<file path="config.mk">
export PLATFORM = sky130hd
export DESIGN_NAME = txll_arb_flat
export DESIGN_NICKNAME = d
export VERILOG_FILES = /design/src/rtl/txll_arb_if.sv /design/src/rtl/txll_arb.sv /design/src/flat_wrapper.sv
export SDC_FILE = /design/constraint.sdc
export NUM_CORES = 1
export LEC_CHECK = 0
export CAP_MARGIN = 15
export CORE_ASPECT_RATIO = 1.75
export CORE_MARGIN = 1
export CORE_UTILIZATION = 37
export CTS_BUF_LIST = sky130_fd_sc_hd__clkbuf_16
export CTS_CLUSTER_DIAMETER = 200
export DETAILED_ROUTE_END_ITERATION = 16
export GPL_ROUTABILITY_DRIVEN = 0
export PLACE_DENSITY = 0.82
export SETUP_SLACK_MARGIN = 0.05
export SYNTH_ARGS = -nofsm -noshare
export SYNTH_HDL_FRONTEND = slang
export SYNTH_SLANG_ARGS = --single-unit
</file>
<file path="constraint.sdc">
create_clock -name phyclk -period 2.02 [get_ports phyclk]
set_input_delay 0.303 -clock phyclk [delete_from_list [all_inputs] [get_ports phyclk]]
set_output_delay 0.303 -clock phyclk [all_outputs]
set_load 0.01 [all_outputs]
</file>
<file path="src/rtl/txll_arb_if.sv">
// Transmit link-layer arbiter bus: two LocalLink frame sources, the FIFO
// write port and the frame-availability handshake with the FIFO read side.
interface txll_arb_if;
    // LocalLink sources: a beat moves on a clock edge where src_rdy_n and
    // dst_rdy_n are both low; the source holds the beat stable until then.
    logic [31:0] src0_td;
    logic        src0_sof_n;
    logic        src0_eof_n;
    logic        src0_src_rdy_n;
    logic        src0_dst_rdy_n;
    logic [31:0] src1_td;
    logic        src1_sof_n;
    logic        src1_eof_n;
    logic        src1_src_rdy_n;
    logic        src1_dst_rdy_n;

    logic [35:0] wr_do;
    logic        wr_en;
    logic        wr_full;
    logic        rd_eof;
    logic        eof_rdy;
    logic        err_len;
    logic        busy;
    logic [1:0]  dbg_state;

    modport slave (
        input  src0_td, src0_sof_n, src0_eof_n, src0_src_rdy_n,
        output src0_dst_rdy_n,
        input  src1_td, src1_sof_n, src1_eof_n, src1_src_rdy_n,
        output src1_dst_rdy_n,
        output wr_do, wr_en,
        input  wr_full, rd_eof,
        output eof_rdy, err_len, busy, dbg_state
    );

    modport master (
        output src0_td, src0_sof_n, src0_eof_n, src0_src_rdy_n,
        input  src0_dst_rdy_n,
        output src1_td, src1_sof_n, src1_eof_n, src1_src_rdy_n,
        input  src1_dst_rdy_n,
        input  wr_do, wr_en,
        output wr_full, rd_eof,
        input  eof_rdy, err_len, busy, dbg_state
    );
endinterface

</file>
<file path="src/rtl/txll_arb.sv">
// Round-robin whole-frame arbiter between the command and data FIS sources,
// packing beats into 36-bit FIFO words and tracking complete frames resident.
module txll_arb #(
    parameter int C_MAX_FRAMES = 4,
    parameter int C_MAX_WORDS  = 2049,
    parameter int C_CNT_W      = 3
) (
    input logic       phyclk,
    input logic       phyreset,
    txll_arb_if.slave bus
);
    localparam int WCNT_W = (C_MAX_WORDS > 1) ? $clog2(C_MAX_WORDS) : 1;
    localparam logic [WCNT_W-1:0]  WCNT_LAST = WCNT_W'(C_MAX_WORDS - 1);
    localparam logic [C_CNT_W-1:0] CNT_MAX   = C_CNT_W'(C_MAX_FRAMES);

    typedef enum logic [1:0] {
        S_IDLE  = 2'd0,
        S_XFER  = 2'd1,
        S_DRAIN = 2'd2
    } state_t;

    state_t              state_q, state_d;
    logic                gnt_q, gnt_d;
    logic                last_q, last_d;
    logic [C_CNT_W-1:0]  frm_cnt_q, frm_cnt_d;
    logic [WCNT_W-1:0]   wcnt_q, wcnt_d;
    logic                eof_rdy_q;

    logic                elig0, elig1;
    logic [31:0]         g_td;
    logic                g_sof_n, g_eof_n, g_src_rdy_n;
    logic                g_dst_rdy_n;
    logic                wr_en, wr_eof, err_len, rd_dec;
    logic [35:0]         wr_do;

    assign elig0 = !bus.src0_src_rdy_n && !bus.src0_sof_n;
    assign elig1 = !bus.src1_src_rdy_n && !bus.src1_sof_n;

    assign g_td        = gnt_q ? bus.src1_td        : bus.src0_td;
    assign g_sof_n     = gnt_q ? bus.src1_sof_n     : bus.src0_sof_n;
    assign g_eof_n     = gnt_q ? bus.src1_eof_n     : bus.src0_eof_n;
    assign g_src_rdy_n = gnt_q ? bus.src1_src_rdy_n : bus.src0_src_rdy_n;

    always_comb begin
        state_d     = state_q;
        gnt_d       = gnt_q;
        last_d      = last_q;
        wcnt_d      = wcnt_q;
        g_dst_rdy_n = 1'b1;
        wr_en       = 1'b0;
        wr_do       = 36'd0;
        wr_eof      = 1'b0;
        err_len     = 1'b0;
        case (state_q)
            S_IDLE: begin
                // The grant is only registered here; the first beat moves next cycle.
                if ((frm_cnt_q < CNT_MAX) && (elig0 || elig1)) begin
                    gnt_d   = (elig0 && elig1) ? ~last_q : elig1;
                    wcnt_d  = '0;
                    state_d = S_XFER;
                end
            end
            S_XFER: begin
                g_dst_rdy_n = bus.wr_full;
                if (!g_src_rdy_n && !bus.wr_full) begin
                    wr_en = 1'b1;
                    wr_do = {~g_sof_n, ~g_eof_n, 2'b00, g_td};
                    if (!g_eof_n) begin
                        wr_eof  = 1'b1;
                        last_d  = gnt_q;
                        wcnt_d  = '0;
                        state_d = S_IDLE;
                    end else if (wcnt_q == WCNT_LAST) begin
                        // Overlong frame: close it in the FIFO, swallow the rest.
                        wr_do[34] = 1'b1;
                        wr_eof    = 1'b1;
                        err_len   = 1'b1;
                        last_d    = gnt_q;
                        wcnt_d    = '0;
                        state_d   = S_DRAIN;
                    end else begin
                        wcnt_d = wcnt_q + WCNT_W'(1);
                    end
                end
            end
            S_DRAIN: begin
                g_dst_rdy_n = 1'b0;
                if (!g_src_rdy_n && !g_eof_n) begin
                    state_d = S_IDLE;
                end
            end
            default: begin
                state_d = S_IDLE;
            end
        endcase
    end

    // A read-side eof with nothing counted is spurious and dropped.
    assign rd_dec = bus.rd_eof && (frm_cnt_q != '0);

    always_comb begin
        frm_cnt_d = frm_cnt_q;
        if (wr_eof && !rd_dec) begin
            frm_cnt_d = frm_cnt_q + C_CNT_W'(1);
        end else if (!wr_eof && rd_dec) begin
            frm_cnt_d = frm_cnt_q - C_CNT_W'(1);
        end
    end

    always_ff @(posedge phyclk) begin
        if (phyreset) begin
            state_q   <= S_IDLE;
            gnt_q     <= 1'b0;
            last_q    <= 1'b1;
            frm_cnt_q <= '0;
            wcnt_q    <= '0;
            eof_rdy_q <= 1'b0;
        end else begin
            state_q   <= state_d;
            gnt_q     <= gnt_d;
            last_q    <= last_d;
            frm_cnt_q <= frm_cnt_d;
            wcnt_q    <= wcnt_d;
            eof_rdy_q <= (frm_cnt_d != '0);
        end
    end

    assign bus.src0_dst_rdy_n = gnt_q ? 1'b1 : g_dst_rdy_n;
    assign bus.src1_dst_rdy_n = gnt_q ? g_dst_rdy_n : 1'b1;
    assign bus.wr_en          = wr_en;
    assign bus.wr_do          = wr_do;
    assign bus.err_len        = err_len;
    assign bus.eof_rdy        = eof_rdy_q;
    assign bus.busy           = (state_q != S_IDLE);
    assign bus.dbg_state      = state_q;
endmodule

</file>
<file path="src/flat_wrapper.sv">
// flat-port wrapper written by rule: the top's interface ports become plain ports
module txll_arb_flat 
#(
    parameter int C_MAX_FRAMES = 4,
    parameter int C_MAX_WORDS  = 2049,
    parameter int C_CNT_W      = 3
)
  (phyclk, phyreset, bus_src0_td, bus_src0_sof_n, bus_src0_eof_n, bus_src0_src_rdy_n, bus_src0_dst_rdy_n, bus_src1_td, bus_src1_sof_n, bus_src1_eof_n, bus_src1_src_rdy_n, bus_src1_dst_rdy_n, bus_wr_do, bus_wr_en, bus_wr_full, bus_rd_eof, bus_eof_rdy, bus_err_len, bus_busy, bus_dbg_state);
  txll_arb_if bus_i ();
  input logic phyclk;
  input logic phyreset;
  input wire logic [$bits(bus_i.src0_td)-1:0] bus_src0_td;
  input wire logic [$bits(bus_i.src0_sof_n)-1:0] bus_src0_sof_n;
  input wire logic [$bits(bus_i.src0_eof_n)-1:0] bus_src0_eof_n;
  input wire logic [$bits(bus_i.src0_src_rdy_n)-1:0] bus_src0_src_rdy_n;
  output wire logic [$bits(bus_i.src0_dst_rdy_n)-1:0] bus_src0_dst_rdy_n;
  input wire logic [$bits(bus_i.src1_td)-1:0] bus_src1_td;
  input wire logic [$bits(bus_i.src1_sof_n)-1:0] bus_src1_sof_n;
  input wire logic [$bits(bus_i.src1_eof_n)-1:0] bus_src1_eof_n;
  input wire logic [$bits(bus_i.src1_src_rdy_n)-1:0] bus_src1_src_rdy_n;
  output wire logic [$bits(bus_i.src1_dst_rdy_n)-1:0] bus_src1_dst_rdy_n;
  output wire logic [$bits(bus_i.wr_do)-1:0] bus_wr_do;
  output wire logic [$bits(bus_i.wr_en)-1:0] bus_wr_en;
  input wire logic [$bits(bus_i.wr_full)-1:0] bus_wr_full;
  input wire logic [$bits(bus_i.rd_eof)-1:0] bus_rd_eof;
  output wire logic [$bits(bus_i.eof_rdy)-1:0] bus_eof_rdy;
  output wire logic [$bits(bus_i.err_len)-1:0] bus_err_len;
  output wire logic [$bits(bus_i.busy)-1:0] bus_busy;
  output wire logic [$bits(bus_i.dbg_state)-1:0] bus_dbg_state;
  assign bus_i.src0_td = bus_src0_td;
  assign bus_i.src0_sof_n = bus_src0_sof_n;
  assign bus_i.src0_eof_n = bus_src0_eof_n;
  assign bus_i.src0_src_rdy_n = bus_src0_src_rdy_n;
  assign bus_src0_dst_rdy_n = bus_i.src0_dst_rdy_n;
  assign bus_i.src1_td = bus_src1_td;
  assign bus_i.src1_sof_n = bus_src1_sof_n;
  assign bus_i.src1_eof_n = bus_src1_eof_n;
  assign bus_i.src1_src_rdy_n = bus_src1_src_rdy_n;
  assign bus_src1_dst_rdy_n = bus_i.src1_dst_rdy_n;
  assign bus_wr_do = bus_i.wr_do;
  assign bus_wr_en = bus_i.wr_en;
  assign bus_i.wr_full = bus_wr_full;
  assign bus_i.rd_eof = bus_rd_eof;
  assign bus_eof_rdy = bus_i.eof_rdy;
  assign bus_err_len = bus_i.err_len;
  assign bus_busy = bus_i.busy;
  assign bus_dbg_state = bus_i.dbg_state;
  txll_arb #(.C_MAX_FRAMES(C_MAX_FRAMES), .C_MAX_WORDS(C_MAX_WORDS), .C_CNT_W(C_CNT_W)) u_core (.phyclk(phyclk), .phyreset(phyreset), .bus(bus_i));
endmodule
</file>
==> results.rst <==
.. list-table::
   :header-rows: 1

   * - Metric
     - Value
   * - Path type of the worst min-delay path
     - register to register
   * - Synth cell types
     - 49
   * - Final count of hold timing violations
     - 0
   * - Top cell type by total area after synthesis
     - sky130_fd_sc_hd__dfxtp_1
   * - Post-placement cell area
     - 3220 µm²
   * - WP data arrival
     - 1.66 ns
   * - Measured slew at the worst slew-check pin
     - 0.662 ns
   * - Worst-case vdd ir drop
     - 565 µV
   * - Y dimension of the die
     - 94.2 µm
   * - Number of sinks handled by clock tree synthesis
     - 20
   * - Power density over the cells
     - 563 nW/µm²
   * - Cell types occupying the most area after synthesis
     - sky130_fd_sc_hd__dfxtp_1, sky130_fd_sc_hd__mux2i_1, sky130_fd_sc_hd__nor2_1
   * - Count of nets left with antenna violations after detail routing
     - 0
   * - Delay of the slowest critical-path stage
     - 0.37 ns
   * - Cts bufs inserted
     - 3
   * - Via/cell ratio
     - 5.47
   * - Average wire length per cell after detail routing
     - 17.9 µm
   * - Root buffer selected by CTS
     - sky130_fd_sc_hd__clkbuf_16
   * - Design Area, Final
     - 3410 µm²
   * - Flop and latch count out of synthesis
     - 20
   * - Max-Slew Margin vs Limit
     - 55.5%
   * - Clk slew on worst S/H paths
     - 0.05 ns
   * - Slowest library cell on the worst path
     - sky130_fd_sc_hd__dfxtp_4
   * - Clock tree from TritonCTS
     - yes
   * - Static Leakage
     - 1.40 nW
   * - Fin cells
     - 424
   * - Worst-Skew Late Latency
     - 0.26 ns
   * - Count of hold-fix buffers inserted at cts
     - 0
   * - Final setup margin
     - 0.0581 ns
   * - Critical path data required time
     - 1.72 ns
   * - Layout-stage area growth over the synthesis result
     - 90.1%
   * - Remaining global-route overflow
     - 0
   * - Number of nets in the final layout
     - 452
   * - Sequential area share after synthesis
     - 22.3%
   * - Number of H-tree branching levels
     - 1
   * - Maximum clock rate
     - 510 MHz
   * - Unrepaired setup endpoints after global routing
     - true
   * - Number of DRC violations after detailed routing
     - 0
   * - Async set or reset register ratio after synthesis
     - 0%
   * - Half-perimeter wire length after placement
     - 5590 µm
   * - Number of pins exceeding their max-slew limit in the final report
     - 0
   * - Maximum number of pins on one net before global-route repair
     - 28
   * - Final-layout setup total negative slack
     - 0 ns
   * - Share of post-route cells with drive strength above 1
     - 32.3%
   * - Global Route Usage Sum
     - 28.7%
   * - Count of maximum capacitance violations
     - 0
   * - Number of placement rows
     - 33
   * - Max FO, Critical Path
     - 5
   * - Predominant post-synthesis flop cell
     - sky130_fd_sc_hd__dfxtp_1
   * - IO Port Bufs
     - 115
   * - Commonest cells post-synth
     - sky130_fd_sc_hd__nor2_1, sky130_fd_sc_hd__mux2i_1, sky130_fd_sc_hd__dfxtp_1
   * - Boundary pin count
     - 118
   * - Post-synthesis instance total
     - 226
   * - Ratio of final minimum period to clock period
     - 97.1%
   * - Number of antenna violations at the first check in global routing
     - 0
   * - Category of the worst setup path launch point
     - register
   * - Area of the die
     - 5150 µm²
   * - Fillers
     - 328
   * - Most frequent cell after synthesis
     - sky130_fd_sc_hd__nor2_1
   * - 1st-iter DRT viols
     - 104
   * - Dpl cells
     - 414
   * - Final WL
     - 7600 µm
   * - Effective utilization at floorplan
     - 38.5%
   * - Die Width
     - 54.7 µm
   * - Vias in the first global route
     - 2228
   * - Yosys warning total
     - 0
   * - Diode insertion count for antenna repair
     - 0
   * - Top-area cell type share of the netlist area
     - 22.3%
   * - Total number of vias
     - 2319
   * - Average cell area after synthesis
     - 7.94 µm²
   * - Crit Path Category
     - register to output port
   * - Worst path cell trace
     - mux2i_4 -> nand4b_4 -> buf_8 -> buf_4 -> nor2_4 -> buf_6
   * - Maximum clock path buffer count
     - 2
   * - Final Critical Period
     - 1.96 ns
   * - Setup Viol. Count Final
     - 0
   * - Core box area
     - 4670 µm²
   * - Number of flops mapped to enable cells by yosys
     - 0
   * - Cell area after synthesis
     - 1800 µm²
   * - Crit. End Element
     - output port
   * - Worst Setup Slack post-DPL
     - -0.396 ns
   * - Worst clock skew
     - 0.00536 ns
   * - Outcome
     - finished, final reports clean
   * - First-pass GRT wire length
     - 10600 µm
   * - Total iterations of the first detailed-routing run
     - 4
-- logic make-up (layout without fill, tap and decap cells) --
group	Yosys count	after routing	synth area share, %
muxes	35	35	20.2
adders and majority gates	5	5	3.48
xor gates and xnor gates	9	9	4.39
DFF	20	20	22.3
AOI/OAI and AO/OA	37	37	16.0
and+or+nand+nor	90	90	25.4
other	1	2	0.209
buffers and inverters	29	174	8.01
-- through the flow --
| stage | power, mW | utilization [%] | hold slack, ns |
|---|---|---|---|
| after floorplan | 0.888 | - | 0.457 |
| after global placement | 1.29 | 69.1 | 0.472 |
| after detailed placement | 1.31 | 69.1 | 0.499 |
| after CTS | 1.89 | 71.4 | 0.496 |
| after global routing | 2.02 | 73.2 | 0.546 |
| final | 1.92 | 73.2 | 0.518 |
-- layer usage --
layer / track usage [%] / routed length [µm] / up-vias / part of all wire (%)
met4: 11.1 / 155 / 0 / 2.0
li1: - / - / 1088 / -
met3: 8.25 / 938 / 15 / 12
met5: 0 / 0 / - / 0
met2: 50.2 / 3910 / 139 / 51
met1: 30.3 / 2600 / 1077 / 34
-- placed cells by master, fill, tap and decap left out, drive strengths merged, types with 2 or more instances in the layout --
master          n
nor3            8
and4            2
dlygate4sd2     3
inv            11
nor4b           2
ha              5
clkbuf          3
a211oi          4
conb            2
clkdlybuf4s50  76
o21ai           7
xor2            8
nand2           7
buf            77
clkdlybuf4s15   2
a21oi           5
nor2b           2
o2111ai         6
nor2           53
a211o           2
nand2b          2
mux2i          35
or3             2
o211ai          3
dfxtp          20
nand3           7
-- flip-flops by register name, summed over array words and instances (netlist names) --
register              count
u_core.bus.dbg_state      2
u_core.gnt_q              1
u_core.last_q             1
u_core.wcnt_q            12
u_core.frm_cnt_q          3
u_core.bus.eof_rdy        1
-- timing repair --
| item | CTS | global route |
|---|---|---|
| buffers inserted | 7 | 0 |
| pin swaps | 1 | 11 |
| cloned | 1 | 0 |
| resized for setup | 153 | 42 |
| endpoints found under the setup margin | 40 | 45 |
-- worst paths after layout --
check / from / end / slack [ns] / cells after the start
setup / recovery: u_core.gnt_q / bus_wr_do[11] / 0.06 / 6
hold / removal: u_core.last_q / u_core.last_q / 0.52 / 2
setup reg to reg: u_core.wcnt_q[3] / u_core.wcnt_q[11] / 0.13 / 6
hold reg to reg: u_core.last_q / u_core.last_q / 0.52 / 2
-- report_power, final --
group          switching [mW]  internal (mW)
Combinational           0.416          0.475
Clock                   0.157          0.394
Sequential             0.0426          0.439
Total                   0.615           1.31
-- worst max-delay path, delay by kind of cell, from the launching register on --
| family | cells | cell delay, ns |
|---|---|---|
| mux | 1 | 0.26 |
| flops | 1 | 0.37 |
| simple gates | 2 | 0.30 |
| buf+inv | 3 | 0.46 |
-- final cells by class --
| class | instances | area, µm² | area share, % |
|---|---|---|---|
| inverter | 11 | 46.3 | 1.36 |
| sequential | 20 | 404 | 11.8 |
| tap | 52 | 65.1 | 1.91 |
| clock inverter | 1 | 30.0 | 0.880 |
| clock buffer | 3 | 75.1 | 2.20 |
| timing repair buffer | 159 | 1410 | 41.2 |
| multi-input combinational | 178 | 1390 | 40.6 |
(Power assumes the default switching activity.)
